[src/rtl/timer_arbiter.sv]
// timer_arbiter: round-robin sharing of one external timer among N_REQ requesters.
// Each grant loads the timer, runs it to timeout (or until the owner withdraws) and pulses done.
module timer_arbiter #(
    parameter int N_REQ = 4,
    parameter int WIDTH = 32
) (
    input  logic                   clk,
    input  logic                   rst,
    input  logic [N_REQ-1:0]       req,
    input  logic [N_REQ*WIDTH-1:0] req_load,
    output logic [N_REQ-1:0]       grant,
    output logic [N_REQ-1:0]       done,
    output logic                   busy,
    output logic                   timer_enable,
    output logic [WIDTH-1:0]       timer_load,
    input  logic                   timer_timeout
);
    localparam int IW = N_REQ > 1 ? $clog2(N_REQ) : 1;
    typedef enum logic [1:0] {IDLE, LOAD, RUN, DONE} state_t;
    state_t state_q, state_d;
    logic [IW-1:0] owner_q, owner_d, last_q, last_d, pick, cand;
    logic [WIDTH-1:0] load_q, load_d;
    logic found;
    // First requester after last_q, wrapping, wins
    always_comb begin
        pick = last_q;
        cand = '0;
        found = 1'b0;
        for (int i = 1; i <= N_REQ; i++) begin
            cand = IW'((int'(last_q) + i) % N_REQ);
            if (!found && req[cand]) begin
                pick = cand;
                found = 1'b1;
            end
        end
    end
    always_comb begin
        state_d = state_q;
        owner_d = owner_q;
        last_d = last_q;
        load_d = load_q;
        case (state_q)
            IDLE: if (found) begin
                state_d = LOAD;
                owner_d = pick;
                load_d = req_load[int'(pick)*WIDTH +: WIDTH];
            end
            LOAD: state_d = RUN;
            // Withdrawal beats a coincident timeout
            RUN: if (!req[owner_q]) begin
                state_d = IDLE;
                last_d = owner_q;
            end else if (timer_timeout) begin
                state_d = DONE;
            end
            DONE: begin
                state_d = IDLE;
                last_d = owner_q;
            end
            default: state_d = IDLE;
        endcase
    end
    always_ff @(posedge clk or posedge rst) begin
        if (rst) begin
            state_q <= IDLE;
            owner_q <= '0;
            last_q <= IW'(N_REQ - 1);
            load_q <= '0;
        end else begin
            state_q <= state_d;
            owner_q <= owner_d;
            last_q <= last_d;
            load_q <= load_d;
        end
    end
    assign busy = state_q != IDLE;
    assign timer_enable = state_q == RUN;
    assign timer_load = load_q;
    assign grant = busy ? N_REQ'(1) << owner_q : '0;
    assign done = state_q == DONE ? grant : '0;
endmodule

[config.mk]
export PLATFORM = sky130hd
export DESIGN_NAME = timer_arbiter
export DESIGN_NICKNAME = d
export VERILOG_FILES = /design/src/rtl/timer_arbiter.sv
export SDC_FILE = /design/constraint.sdc
export NUM_CORES = 1
export LEC_CHECK = 0
export BUFFER_PORTS_ARGS = -buffer_cell sky130_fd_sc_hd__buf_2
export CORE_ASPECT_RATIO = 1.2
export CORE_UTILIZATION = 30
export CTS_CLUSTER_DIAMETER = 40
export DETAILED_ROUTE_END_ITERATION = 16
export GPL_ROUTABILITY_DRIVEN = 0
export PLACE_DENSITY = 0.61
export REMOVE_ABC_BUFFERS = 1
export SLEW_MARGIN = 0
export SYNTH_ARGS = -nofsm -noshare
export SYNTH_HDL_FRONTEND = slang
export SYNTH_SLANG_ARGS = --single-unit
[constraint.sdc]
create_clock -name clk -period 4.05 [get_ports clk]
set_input_delay 0.2025 -clock clk [delete_from_list [all_inputs] [get_ports clk]]
set_output_delay 0.2025 -clock clk [all_outputs]
set_load 0.01 [all_outputs]
==> metrics.md, run 1 <==
| Metric | Value |
|---|---|
| # resized after CTS | 0 |
| Setup TNS | 0 ns |
| Outcome | complete, no violations |
| Number of antenna violations at the first check in global routing | 0 |
| Total gr overflow | 0 |
| Comb pwr share | 0.618 |
| Post-Route WL | 7100 µm |
| Die width | about 90 µm |
| Synthesized instance count | around 240 |
| Slew Viols, Final | 0 |
| Area growth from synthesis to layout | 33.7% |
| Finished Layout Cells | 524 |
| Startpoint Class | register |
| Clock transition at the registers of the reported paths | about 0.07 ns |
| Dpl hpwl | around 5500 µm |
| Pint | 1.43 mW |
| Starting DRC count in detailed routing | 52 |
| Starting Density | 0.315 |
| I/O Pins | 177 |
| Unrepaired setup endpoints after global routing | no |
| Root Buffer | clkbuf_8 |
| DRC | 0 |
| Least-Margin Pin Slew | 1.03 ns |
| CP Capture Type | register |
| Top-count cell post-synth | mux2i_1 |
| Pwr dens | 699 mW/mm² |
| R2R Path End | timer_load[6]$_DFFE_PP0P_ |
| Worst path arrival time | between 2 and 3 ns |
| Die Y | 107 µm |
| Worst skew pair latency | around 0.28 ns |
| Vias per cell | about 4.7 |
| Sinks on Clock Net | 38 |
| Final hold violations | 0 |
| Post-CTS Setup Inserts | 0 |
| Max_slew headroom | 0.307 |
| Main synth FF type | dfrtp_1 |
| DRT Pass-1 Iters | 4 |
| Seq pwr share | 0.279 |
| Share of the synthesized area in the top cell type | 0.329 |
| H-tree Lvls | 2 |
| Maximum fanout along the worst path | 41 |
| R2R setup slack | approximately 1.5 ns |
| Number of diodes | 0 |
| Yosys reg bits | 38 |
| Largest net degree at the start of global routing | 42 |
| Placed insts | around 520 |
| Die Footprint | 0.00952 mm² |
| Final setup violation count | 0 |
| Clk pwr share | 0.103 |
| Period utilisation layout | 0.623 |
| Top post-synthesis cells by count | mux2i_1 (64), nand2_1 (41), dfrtp_1 (36) |
| Hold WC Path Type | in2async |
| Row Count | 37 |
| WHS | roughly 0.01 ns |
| Worst r2r src | last_q[0]$_DFFE_PP1P_ |
| PortBufs | between 150 and 200 |
| Fmax | 397 MHz |
| Area leader, netlist | dfrtp_1 |
| Clock Skew | 0.00816 ns |
| VDD IR max | about 400 µV |
| YS warnings | 0 |
| Final min period | about 2.5 ns |
| CORE AREA | 0.00870 mm² |
| Gr usage total | 0.148 |
| Post-synth EDFFs | 0 |
| Fin nets | 541 |
| First-pass GRT wire length | between 10000 and 15000 µm |
| Switch share | 0.440 |
| Share of cells above drive strength 1 | 0.555 |
| Num CTS Buffers | 5 |
| Switching power total | roughly 1.1 mW |
| WS Path Type | reg2reg |
| Worst R2R Path Depth | 5 |
| Yosys cell types | 33 |
| Drt wl/cell | around 14 µm |
| Avg Cell Area, Syn | 11.4 µm² |
| Number of global-route vias before repair | ~2.5k |
| Post-CTS Hold Buffers | 0 |
| Main area contributors after synthesis | dfrtp_1 (33%), mux2i_1 (23%), o221ai_2 (16%), nand2_1 (5.6%), buf_12 (5.1%) |
| Via count | ~2.5k |
| CTS tree | built |
| Data required time of the critical path | 4.16 ns |
| Post-route ant nets | 0 |
| Final core occ | 0.421 |
| Leakage | between 1.5 and 2 nW |
| Netlist Area Pre-Place | 0.00274 mm² |
| Async set-or-reset flop fraction in the synthesized netlist | 1.00 |
| Final total power | between 2 and 3 mW |
| Max Cap Viol | 0 |
| Register area share after synthesis | 0.348 |
| Clock Tree Buf Depth | 2 |
-- registers in the layout (all words and copies together) (netlist names) --
register / count
last_q: 2
timer_load: 32
state_q: 2
owner_q: 2
-- metrics by stage --
step           cell area [µm²]  setup slack (ns)
2_1_floorplan             2500             0.290
3_3_place_gp              3570              1.49
3_5_place_dp              3570              1.42
4_1_cts                   3660              1.48
5_1_grt                   3660              1.32
6_report                  3660              1.53
-- logic make-up after synthesis --
| kind of cell | Yosys count | share of synthesized area |
|---|---|---|
| AO/OA/AOI/OAI | 42 | 0.203 |
| AND/OR/NAND/NOR | 68 | 0.106 |
| multiplexers | 66 | 0.246 |
| flip-flops | 38 | 0.348 |
| buffers and inverters | 27 | 0.0968 |
-- layout make-up --
cell class                      count  area (µm²)
Clock buffer                        7        86.3
Timing Repair Buffer              179         916
Sequential cell                    38         953
Tap cell                          117         146
Fill cell                         901        5040
Multi-Input combinational cell    176        1530
Clock inverter                      1        5.00
Inverter                            6        22.5
-- cells in the final DEF (no fill, tap or decap), types with 2 or more instances in the layout --
master	instances
nor3_1	4
nand2b_1	5
buf_2	176
nand2_1	40
dfstp_2	2
mux2i_1	64
buf_4	2
o221ai_2	30
nor2_1	11
clkbuf_8	6
dfrtp_1	36
inv_1	5
-- power by group through the flow --
stage / Combinational [mW] / Clock (mW) / Sequential, mW
after CTS: 1.62 / 0.277 / 0.715
final: 1.58 / 0.264 / 0.713
after global placement: 1.57 / 0 / 0.719
after detailed placement: 1.62 / 0 / 0.721
after floorplan: 1.11 / 0 / 0.778
after global routing: 1.73 / 0.299 / 0.743
-- layer usage --
layer / track usage / vias up / routed length (µm)
met5: 0 / - / 0
met4: 0.0420 / 0 / 51
met3: 0.0316 / 4 / 460
met2: 0.275 / 93 / 3770
met1: 0.165 / 1160 / 2810
li1: - / 1228 / -
-- worst max-delay path, stage by stage (launching register included) --
cell and delay [ns]:
dfstp_2 0.57, a22oi_1 0.14, o211ai_4 0.84, buf_12 0.36, mux2i_1 0.29, o221ai_2 0.13
-- worst max-delay path by stage --
stage / slack (ns) / cells past startpoint / startpoint / end
6_report: 1.53 / 5 / last_q[0]$_DFFE_PP1P_ / timer_load[6]$_DFFE_PP0P_
5_1_grt: 1.32 / 5 / last_q[0]$_DFFE_PP1P_ / timer_load[22]$_DFFE_PP0P_
4_1_cts: 1.48 / 5 / last_q[0]$_DFFE_PP1P_ / timer_load[22]$_DFFE_PP0P_
3_5_place_dp: 1.42 / 6 / req[2] / timer_load[29]$_DFFE_PP0P_
3_3_place_gp: 1.49 / 6 / req[2] / timer_load[29]$_DFFE_PP0P_
2_1_floorplan: 0.29 / 4 / last_q[0]$_DFFE_PP1P_ / timer_load[0]$_DFFE_PP0P_
Power figures use the tool's default switching activity.
==> run 2, diff against run 1 <==
==> constraint.sdc (replaced) <==
create_clock -name clk -period 2.4 [get_ports clk]
set_input_delay 0.12 -clock clk [delete_from_list [all_inputs] [get_ports clk]]
set_output_delay 0.12 -clock clk [all_outputs]
set_load 0.01 [all_outputs]
==> run 2 against run 1 <==
Compared with the run above: clock-buffer cell count up 1; clock skew down 0.0024 ns; worst hold slack better by 0.094 ns; combinational power up 74%; sequential power up 70%; total power up 71%; fmax up 17%; die area unchanged; setup slack worse by 1.3 ns; via count up 1.4%.
==> metrics.md, run 2 (synthesized netlist as in run 1, its figures left out) <==
| Metric | Value |
|---|---|
| Pint | 2.44 mW |
| WL met1 | approximately 3000 µm |
| CORE AREA | 0.00870 mm² |
| Post-Route WL | around 7400 µm |
| Worst R2R Path Depth | 4 |
| Setup TNS | 0 ns |
| Area growth from synthesis to layout | 35.2% |
| Root Buffer | clkbuf_8 |
| # resized after CTS | 0 |
| Total gr overflow | 0 |
| Die Footprint | ~0.0095 mm² |
| Vias per cell | approximately 4.8 |
| Clock transition at the registers of the reported paths | 0.08 ns |
| WL met3 | 427 µm |
| Max_slew headroom | 0.353 |
| CTS tree | built |
| Comb pwr share | 0.628 |
| Startpoint Class | register |
| WHS Path Cells | 3 |
| Largest stage delay, worst path | approximately 0.8 ns |
| Sinks on Clock Net | 38 |
| CP endpoint | timer_load[29]$_DFFE_PP0P_ |
| Number of diodes | 0 |
| Drt wl/cell | ~14 µm |
| Crit-path slowest cell | or2_2 |
| Worst path arrival time | 2.27 ns |
| Seq pwr share | 0.276 |
| PortBufs | around 180 |
| Final WS setup | about 0.25 ns |
| Clock Tree Buf Depth | 2 |
| R2R Path End | timer_load[29]$_DFFE_PP0P_ |
| Data required time of the critical path | 2.52 ns |
| Highest routed metal layer | met4 |
| Fmax | roughly 470 MHz |
| Starting Density | 0.315 |
| Period utilisation layout | 0.896 |
| Slew Viols, Final | 0 |
| Final core occ | 0.425 |
| Row Count | 37 |
| Clock Skew | 0.00581 ns |
| Critical Path Source | last_q[1]$_DFFE_PP1P_ |
| I/O Pins | about 180 |
| Die width | ~89 µm |
| CP Capture Type | register |
| Num CTS Buffers | 5 |
| Final total power | approximately 4.4 mW |
| Placed instance area | 0.00361 mm² |
| Share of cells above drive strength 1 | 0.553 |
| Worst skew pair latency | between 0.2 and 0.3 ns |
| Largest net degree at the start of global routing | 36 |
| H-tree Lvls | 2 |
| Fin nets | around 550 |
| Gr usage total | 0.151 |
| Largest register FFs | 32 |
| Hold WC Path Type | in2reg |
| Clk pwr share | 0.096 |
| Most frequent cells in the layout | buf_2 (176), mux2i_1 (64), nand2_1 (40), dfrtp_1 (36), o221ai_2 (30) |
| Placement Setup Slack | 0.200 ns |
| Starting DRC count in detailed routing | 40 |
| First-pass GRT wire length | around 11000 µm |
| Switch share | 0.442 |
| Dpl hpwl | ~5700 µm |
| Finished Layout Cells | roughly 530 |
| Unrepaired setup endpoints after global routing | no |
| DRC | 0 |
| Design Area, Final | 0.00370 mm² |
| Max Cap Viol | 0 |
| Worst r2r src | last_q[1]$_DFFE_PP1P_ |
| R2R setup slack | around 0.25 ns |
| Least-Margin Pin Slew | approximately 0.97 ns |
| WHS | around 0.10 ns |
| DRT Pass-1 Iters | 4 |
| Number of antenna violations at the first check in global routing | 0 |
| Via count | between 2k and 3k |
| Placed insts | 520 |
| Outcome | complete, no violations |
| Final setup violation count | 0 |
| Pwr dens | around 1200 mW/mm² |
| Final min period | ~2.2 ns |
| WS Path Type | reg2reg |
| Fillers | a little under 900 |
| Post-route ant nets | 0 |
| Number of global-route vias before repair | 2493 |
| Switching power total | about 1.9 mW |
| Met2 WL | a little under 4000 µm |
| VDD IR max | between 1000 and 1500 µV |
| Leakage | around 1.9 nW |
| Commonest non-fill, non-tap cell in the layout | buf_2 |
| Final hold violations | 0 |
| Maximum fanout along the worst path | 31 |
| Die Y | 107 µm |
| Critical-path cell list | nand3b_1 > a31oi_2 > or2_2 > o221ai_1 |
-- run 2: cell types whose count changed in the layout (fill, tap and decap cells not counted), sizes merged --
cell / change
dlygate4sd3: +1
clkinv: -1
buf: +4
clkbuf: +1
-- run 2: how the worst min path moves through the flow --
stage,start,to
after CTS,timer_timeout,state_q[0]$_DFFE_PP0P_
after detailed placement,rst,timer_load[0]$_DFFE_PP0P_
after global placement,rst,timer_load[0]$_DFFE_PP0P_
after global routing,timer_timeout,state_q[0]$_DFFE_PP0P_
after floorplan,timer_timeout,state_q[0]$_DFFE_PP0P_
final,timer_timeout,state_q[0]$_DFFE_PP0P_
-- run 2: worst max-delay path: cells and delay by family (launching register included) --
family / cells / cell delay, ns
and+or+nand+nor: 2 / 0.90
DFF: 1 / 0.59
AOI/OAI and AO/OA: 2 / 0.48
-- run 2: routing by layer --
metal | vias up | GRT usage
met4 | 0 | 0.0465
li1 | 1239 | -
met2 | 107 | 0.287
met3 | 8 | 0.0316
met1 | 1166 | 0.161
met5 | - | 0
-- run 2: area by class of cell --
| cell class | instances | area (µm²) | area share |
|---|---|---|---|
| Sequential cell | 38 | 953 | 0.258 |
| Inverter | 6 | 22.5 | 0.00608 |
| Multi-Input combinational cell | 176 | 1530 | 0.414 |
| Clock buffer | 8 | 80.1 | 0.0216 |
| Timing Repair Buffer | 184 | 968 | 0.262 |
| Tap cell | 117 | 146 | 0.0395 |
-- run 2: repair_timing --
item	in CTS	in global routing
buffers inserted	0	0
endpoints found under the hold margin	20	0
hold buffers	1	0
-- run 2: power by group through the flow --
| stage | clock (mW) | sequential (mW) | combinational, mW |
|---|---|---|---|
| global route | 0.477 | 1.25 | 3.00 |
| floorplan | 0 | 1.31 | 1.87 |
| detailed placement | 0 | 1.22 | 2.80 |
| global placement | 0 | 1.21 | 2.74 |
| finish | 0.420 | 1.21 | 2.75 |
| CTS | 0.447 | 1.21 | 2.80 |
